## src/rtl/pid_cfg_writer.sv

```systemverilog
// pid_cfg_writer: gathers fixed-length host word frames into single-cycle config writes
// (addr, chan, data LS-word first), with stall back-pressure, abort and idle timeout.
`default_nettype none

module pid_cfg_writer #(
  parameter int W_HOST    = 16,
  parameter int W_WR_ADDR = 16,
  parameter int W_WR_CHAN = 16,
  parameter int W_WR_DATA = 48,
  parameter int TIMEOUT   = 1024,
  parameter int W_TO      = 11
) (
  input  logic                 clk_in,
  input  logic                 rst_in,
  input  logic                 host_dv,
  input  logic [W_HOST-1:0]    host_word,
  output logic                 host_rdy,
  input  logic                 host_abort,
  input  logic                 wr_stall,
  input  logic                 err_clr,
  output logic                 err_timeout,
  output logic [15:0]          wr_count,
  output logic                 wr_en,
  output logic [W_WR_ADDR-1:0] wr_addr,
  output logic [W_WR_CHAN-1:0] wr_chan,
  output logic [W_WR_DATA-1:0] wr_data
);

  localparam int N_DW    = (W_WR_DATA + W_HOST - 1) / W_HOST;
  localparam int N_WORDS = N_DW + 2;
  localparam int W_IDX   = $clog2(N_WORDS);
  localparam int W_SH    = N_DW * W_HOST;
  localparam logic [W_IDX-1:0] LAST_IDX = W_IDX'(N_WORDS - 1);
  localparam logic [W_TO-1:0]  TO_LAST  = W_TO'(TIMEOUT - 1);

  typedef enum logic [1:0] {
    S_IDLE   = 2'd0,
    S_RECV   = 2'd1,
    S_COMMIT = 2'd2
  } state_t;

  state_t               state_q, state_d;
  logic [W_IDX-1:0]     idx_q, idx_d;
  logic [W_TO-1:0]      timer_q, timer_d;
  logic [W_WR_ADDR-1:0] addr_sh_q, addr_sh_d;
  logic [W_WR_CHAN-1:0] chan_sh_q, chan_sh_d;
  logic [W_SH-1:0]      data_sh_q, data_sh_d;
  logic [W_WR_ADDR-1:0] addr_q, addr_d;
  logic [W_WR_CHAN-1:0] chan_q, chan_d;
  logic [W_WR_DATA-1:0] data_q, data_d;
  logic                 wr_en_q, wr_en_d;
  logic [15:0]          count_q, count_d;
  logic                 err_q, err_d;
  logic                 accept;
  logic                 timeout_fire;

  assign host_rdy = (state_q != S_COMMIT);
  // Abort takes priority over a word offered in the same cycle.
  assign accept   = host_dv & host_rdy & ~host_abort;

  always_comb begin
    state_d      = state_q;
    idx_d        = idx_q;
    timer_d      = '0;
    addr_sh_d    = addr_sh_q;
    chan_sh_d    = chan_sh_q;
    data_sh_d    = data_sh_q;
    addr_d       = addr_q;
    chan_d       = chan_q;
    data_d       = data_q;
    wr_en_d      = 1'b0;
    count_d      = count_q;
    timeout_fire = 1'b0;

    case (state_q)
      S_IDLE: begin
        if (accept) begin
          addr_sh_d = host_word[W_WR_ADDR-1:0];
          idx_d     = W_IDX'(1);
          state_d   = S_RECV;
        end
      end
      S_RECV: begin
        if (host_abort) begin
          state_d = S_IDLE;
        end else if (accept) begin
          if (idx_q == W_IDX'(1)) chan_sh_d = host_word[W_WR_CHAN-1:0];
          for (int i = 0; i < N_DW; i++) begin
            if (idx_q == W_IDX'(i + 2)) data_sh_d[i*W_HOST +: W_HOST] = host_word;
          end
          if (idx_q == LAST_IDX) state_d = S_COMMIT;
          else                   idx_d   = idx_q + W_IDX'(1);
        end else if (timer_q == TO_LAST) begin
          timeout_fire = 1'b1;
          state_d      = S_IDLE;
        end else begin
          timer_d = timer_q + W_TO'(1);
        end
      end
      S_COMMIT: begin
        if (host_abort) begin
          state_d = S_IDLE;
        end else if (!wr_stall) begin
          addr_d  = addr_sh_q;
          chan_d  = chan_sh_q;
          data_d  = data_sh_q[W_WR_DATA-1:0];
          wr_en_d = 1'b1;
          count_d = count_q + 16'd1;
          state_d = S_IDLE;
        end
      end
      default: state_d = S_IDLE;
    endcase

    // A timeout in the same cycle as err_clr keeps the flag set.
    if (timeout_fire) err_d = 1'b1;
    else if (err_clr) err_d = 1'b0;
    else              err_d = err_q;
  end

  always_ff @(posedge clk_in) begin
    if (rst_in) begin
      state_q   <= S_IDLE;
      idx_q     <= '0;
      timer_q   <= '0;
      addr_sh_q <= '0;
      chan_sh_q <= '0;
      data_sh_q <= '0;
      addr_q    <= '0;
      chan_q    <= '0;
      data_q    <= '0;
      wr_en_q   <= 1'b0;
      count_q   <= '0;
      err_q     <= 1'b0;
    end else begin
      state_q   <= state_d;
      idx_q     <= idx_d;
      timer_q   <= timer_d;
      addr_sh_q <= addr_sh_d;
      chan_sh_q <= chan_sh_d;
      data_sh_q <= data_sh_d;
      addr_q    <= addr_d;
      chan_q    <= chan_d;
      data_q    <= data_d;
      wr_en_q   <= wr_en_d;
      count_q   <= count_d;
      err_q     <= err_d;
    end
  end

  assign wr_en       = wr_en_q;
  assign wr_addr     = addr_q;
  assign wr_chan     = chan_q;
  assign wr_data     = data_q;
  assign wr_count    = count_q;
  assign err_timeout = err_q;

endmodule

`default_nettype wire
```

## config.mk

```make
export PLATFORM = sky130hd
export DESIGN_NAME = pid_cfg_writer
export DESIGN_NICKNAME = d
export VERILOG_FILES = /design/src/rtl/pid_cfg_writer.sv
export SDC_FILE = /design/constraint.sdc
export NUM_CORES = 1
export LEC_CHECK = 0
export ABC_AREA = 1
export CAP_MARGIN = 20
export CORE_MARGIN = 3
export CORE_UTILIZATION = 40
export CTS_CLUSTER_DIAMETER = 60
export DETAILED_ROUTE_END_ITERATION = 16
export PLACE_DENSITY_LB_ADDON = 0.12
export SLEW_MARGIN = 20
export SYNTH_ARGS = -nofsm -noshare
export SYNTH_HDL_FRONTEND = slang
export SYNTH_SLANG_ARGS = --single-unit
```

## constraint.sdc

```tcl
create_clock -name clk_in -period 1.3 [get_ports clk_in]
set_input_delay 0.26 -clock clk_in [delete_from_list [all_inputs] [get_ports clk_in]]
set_output_delay 0.26 -clock clk_in [all_outputs]
set_load 0.03 [all_outputs]
```

# Word-level counts from Yosys, hierarchy flattened
# Index checks and enable logic that the tools add are counted.
op_classes:
  addsub: 3
  mul: 0
  div: 0
  order_cmp: 0
  n_eq_ne: 15
  shifts: 0
  mux: 20
  n_bitwise: 6
  reduce_logical: 13
op_table:
  columns: ["op", "count"]
  rows:
  - ["AND reduction 4 bit", 5]
  - ["adder 16 x 1 -> 16 bit (second input constant)", 1]
  - ["two-way mux 2 bit", 7]
  - ["two-way mux 3 bit", 4]
  - ["adder 11 x 1 -> 11 bit (second input constant)", 1]
  - ["equality test 11 x 10 -> 1 bit (second input constant)", 1]
  - ["!= test 2 bit (second input constant)", 5]
  - ["!= test 4 bit (second input constant)", 2]
  - ["two-way mux 1 bit", 7]
  - ["equality test 3 x 2 -> 1 bit (second input constant)", 2]
  - ["case mux 2 bit (3 select lines)", 1]
  - ["case mux 3 bit (2 select lines)", 1]
  - ["AND reduction 5 bit", 1]
  - ["OR reduction 5 bit", 1]
  - ["NOT 1 bit", 4]
  - ["nonzero test 2 bit", 2]
  - ["adder 3 x 1 -> 3 bit (second input constant)", 1]
  - ["equality test 3 x 1 -> 1 bit (second input constant)", 1]
  - ["equality test 3 bit (second input constant)", 1]
  - ["!= test 3 bit (second input constant)", 1]
  - ["AND reduction 3 bit", 1]
  - ["OR reduction 3 bit", 1]
  - ["AND 1 bit", 2]
  - ["equality test 2 x 1 -> 1 bit (second input constant)", 1]
  - ["3 further kinds", 3]
totals:
  regBits: 194
  latch_bits: 0
  ram_bits: 0
  mem_bits_ro: 0
  inputBits: 22
  out_inout_bits: 99
  wordCells: 71
  n_memories: 0

# Longest topological paths before layout
logic_depth:
  depth_word: 7
  depth_mapped: 9
  mapped_depth_nobuf: 9

# Least setup slack after synthesis
# OpenSTA, ideal clock, no wires.
synth_timing:
  path_kind: "register to register"
  startpoint: "reg count_q[0] (netlist: wr_count[0])"
  endpoint: "reg count_q[10] (netlist: wr_count[10])"
  arrival_ps: 1345
  required_time_ps: 1172
  path_slack_ps: -173
  path_stages_with_launch: 8
  path_buffers: 0
  synth_period_minus_slack_ps: 1473
  cell_sequence: "dfxtp_1 -> ha_1 -> inv_1 -> nor2_1 -> nand2_1 -> nor2_1 -> xnor2_1 -> nor2_1"
synth_via:
  elab_chain_cells: 1
synth_rtl:
  columns: ["item", "line_no", "rtl"]
  rows:
  - ["start, declared", "52", "logic [15:0] count_q, count_d;"]
  - ["start signal, assigned", "146", "count_q <= count_d;"]
  - ["adder 16 x 1 -> 16 bit", "108", "count_d = count_q + 16'd1;"]
# Every way passes these cells.
# A chain may end at the register's enable or synchronous reset.

# Worst setup path after layout
layout_timing:
  startpoint: "reg state_q[0]"
  endpoint: "out host_rdy"
layout_via:
  elab_chain_cells: 1
layout_rtl:
  columns: ["item", "line_no", "rtl"]
  rows:
  - ["start, declared", "42", "state_t state_q, state_d;"]
  - ["start signal, assigned", "136", "state_q <= state_d;"]
  - ["!= test 2 bit", "57", "assign host_rdy = (state_q != S_COMMIT);"]
  - ["end, declared", "17", "output logic host_rdy,"]
# Every way passes these cells.

==> flow_summary_export.csv <==
group,metric,value,unit
grt,grt_pass1_vias,5960,
pwr,power.ir.vdd_worst,0.962,mV
route,top_layer,"met4",
worst_hold_path,hold_path_class,"primary input to flip-flop",
synth,synthCells,909,
die,dieHeight,140,um
sta,hold_violations,0,
pwr,power_leakage,0.00435,uW
route,routed-wl-met3,1.04,mm
clock_tree,clk_root_buffer_cell,"clkbuf_16",
clock_tree,clkSlewWorstSetupHoldPaths,0.07,ns
route,met2_wirelength,9.54,mm
synth,seq_area_frac_synth,54.3,%
worst_setup_path,setup.reg_to_reg.worst_slack,-0.08,ns
sta,rsz0062_at_grt,"true",
worst_setup_path,crit_slowest_cell,"dfxtp_2",
synth,netlist-cell-type-count,31,
synth,area_share_of_the_leading_cell_type_in_the_synthesized_netlist,54.3,%
placement,final_hpwl_dp,12.9,mm
final_layout,layout_common_cells,"nor2_1 (267), dfxtp_1 (174), buf_4 (111), o21ai_0 (92), nand2_1 (60)",
final_layout,finalNonFillerCells,1316,
synth,ys_top_cells_by_area,"dfxtp_1 (54%), nor2_1 (15%), o21ai_0 (9.4%)",
die,num_rows,48,
synth,asyncSetResetFlopFracSynth,0,%
route,detail_route.iter0.violations,381,
worst_setup_path,start_kind,"flip-flop",
final_layout,mostFrequentLayoutCell,"nor2_1",
sta,final-max-slew-violation-count,0,
worst_setup_path,timing.setup.critical_path_class,"flip-flop to output pin",
synth,synth_edf_count,0,
sta,finalCriticalPeriod,1.41,ns
route,detail_route.drc_violations,0,
clock_tree,htree_levels,4,
placement,gp_routability_congestion,0.763,
grt,gr-total-overflow,0,
final_layout,num_antenna_cells,0,
die,initial_utilization,41.1,%
die,ios,121,
sta,fmax,0.711,GHz
grt,antenna_found_initial,0,
synth,ys.warnings.count,0,
worst_setup_path,timing.critical_path.required,1.04,ns
final_layout,stdcell_area,10200,um2
route,total_iterations_of_the_first_detailed_routing_run,5,
synth,synth_fp_nets,938,
sta,max_slew.worst_pin.slew,0.398,ns
grt,grt_start_max_net_pins,51,
worst_setup_path,critical-path-max-stage-delay,0.33,ns
sta,timing.slew.headroom,73.4,%
die,area_of_the_core,17400,um2
worst_setup_path,cp_cell_sequence,"inv_2 -> nand2_4 -> buf_6 -> buf_12",
sta,fin_worst_skew,0.0147,ns
synth,synth_seq_cells,194,
worst_setup_path,setup.worst_path.end_class,"output pin",
grt,global_route_wire_length_before_repair,31.5,mm
sta,setup_viol,28,
route,route.layer.met1.wl,9.46,mm
outcome,violations,"setup timing",
synth,synth-main-ff-cell,"dfxtp_1",
placement,placement.setup.worst_slack,-0.580,ns
clock_tree,numClockSinks,194,
final_layout,drive_above_1_share,28.5,%
sta,period_utilization,108,%
run,maxCapViolations,0,
route,post_drt_wl_per_cell,15.5,um
outcome,outcome,"finished with violations",
die,design.die.area,19500,um2
worst_setup_path,critical_path.n_buffers_inverters,3,
pwr,p_per_area,1190,nW/um2
placement,post_dp_cell_area,9060,um2
final_layout,final_util,58.8,%
clock_tree,ctsHoldBuffers,0,
final_layout,final_net_count,1107,
worst_setup_path,timing.critical_path.max_delay_family,"flip-flops",
route,vias,6527,
route,routed_wirelength,20.4,mm
clock_tree,clock_tree.buffer_depth,2,
worst_setup_path,critical_path_arrival,1.15,ns
placement,place.detailed.instances,1270,
clock_tree,worst_skew_pair.late_latency,0.44,ns
pwr,totalPowerFinal,12200,uW
die,dieWidth,140,um
worst_setup_path,crit_path_max_fanout,2,
synth,yosysTopAreaCell,"dfxtp_1",
final_layout,flow.area_growth_from_synthesis,43.3,%
route,drt.antenna.violating_nets,0,
route,route.detailed.vias_per_inst,4.96,
grt,grt_resource_usage_total,20.1,%
clock_tree,cts_buffers,17,
clock_tree,cts_tree,"built",
synth,mapped_area,7150,um2
synth,postSynthAreaPerCell,7.87,um2
placement,port-buffer-count,120,
sta,final.setup.worst_slack,-0.106,ns
cells by family (layout without fill, tap and decap cells):
group	Yosys count	in the layout	share of synthesized area, %
adder cells (fa/ha/maj)	7	7	1.22
flip-flops	194	194	54.3
XOR/XNOR	8	8	0.980
buffers and inverters	93	270	5.81
AND/OR/NAND/NOR	405	410	23.4
AO/OA/AOI/OAI	202	202	14.3
stage by stage:
step	TNS (ns)	hold slack (ns)
6_report	-0.973	0.423
5_1_grt	-5.59	0.434
3_3_place_gp	-84.62	0.435
3_5_place_dp	-87.60	0.443
4_1_cts	-0.379	0.384
2_1_floorplan	0	0.377
power by group:
part	switching (uW)	internal, uW
logic	386	257
registers	31.8	5990
clock network	2290	3260
total	2710	9500
cell usage after synthesis, types with 4 or more instances:
master and n:
clkbuf_1 24, o21ai_1 9, xor2_1 6, ha_1 7, nand2_1 65, inv_1 34
inv_2 6, o21ai_0 135, nor3_2 4, dfxtp_1 194, buf_4 5, a21oi_1 54
nand2_2 4, buf_2 16, nor2_1 281, nand3_1 39
per-layer routing:
metal	global-route usage [%]	up-vias
met5	0	-
met4	6.94	0
met3	4.64	25
met2	31.0	157
met1	27.9	3048
li1	-	3297
state kept, by name (all words and copies together) (netlist names):
signal,cells
addr_sh_q,16
chan_sh_q,16
data_sh_q,48
err_timeout,1
idx_q,3
state_q,2
timer_q,11
wr_addr,16
wr_chan,16
wr_count,16
wr_data,48
wr_en,1
layout make-up:
cell class	instances	area, um2
inverter	44	204
fill	1562	7170
sequential	194	3920
clock inverter	10	144
tap	225	282
timing repair inverter	1	8.76
multi-input combinational	627	3200
timing repair buffer	193	2000
clock buffer	22	484
worst paths after layout:
| path | start | end | depth (start not counted) |
|---|---|---|---|
| hold / removal | err_clr | err_timeout | 2 |
| setup reg to reg | state_q[0] | idx_q[1] | 8 |
| hold reg to reg | data_sh_q[22] | wr_data[22] | 2 |
| setup / recovery | state_q[0] | host_rdy | 4 |
what timing repair did:
| item | 4_1_cts | 5_1_grt |
|---|---|---|
| buffers inserted | 5 | 4 |
| setup endpoints to repair | 160 | 174 |
| gates resized for setup | 113 | 120 |
| hold endpoints to repair | 0 | 0 |
| gates cloned | 3 | 5 |
| pin swaps | 4 | 30 |
Power figures use the tool's default switching activity.
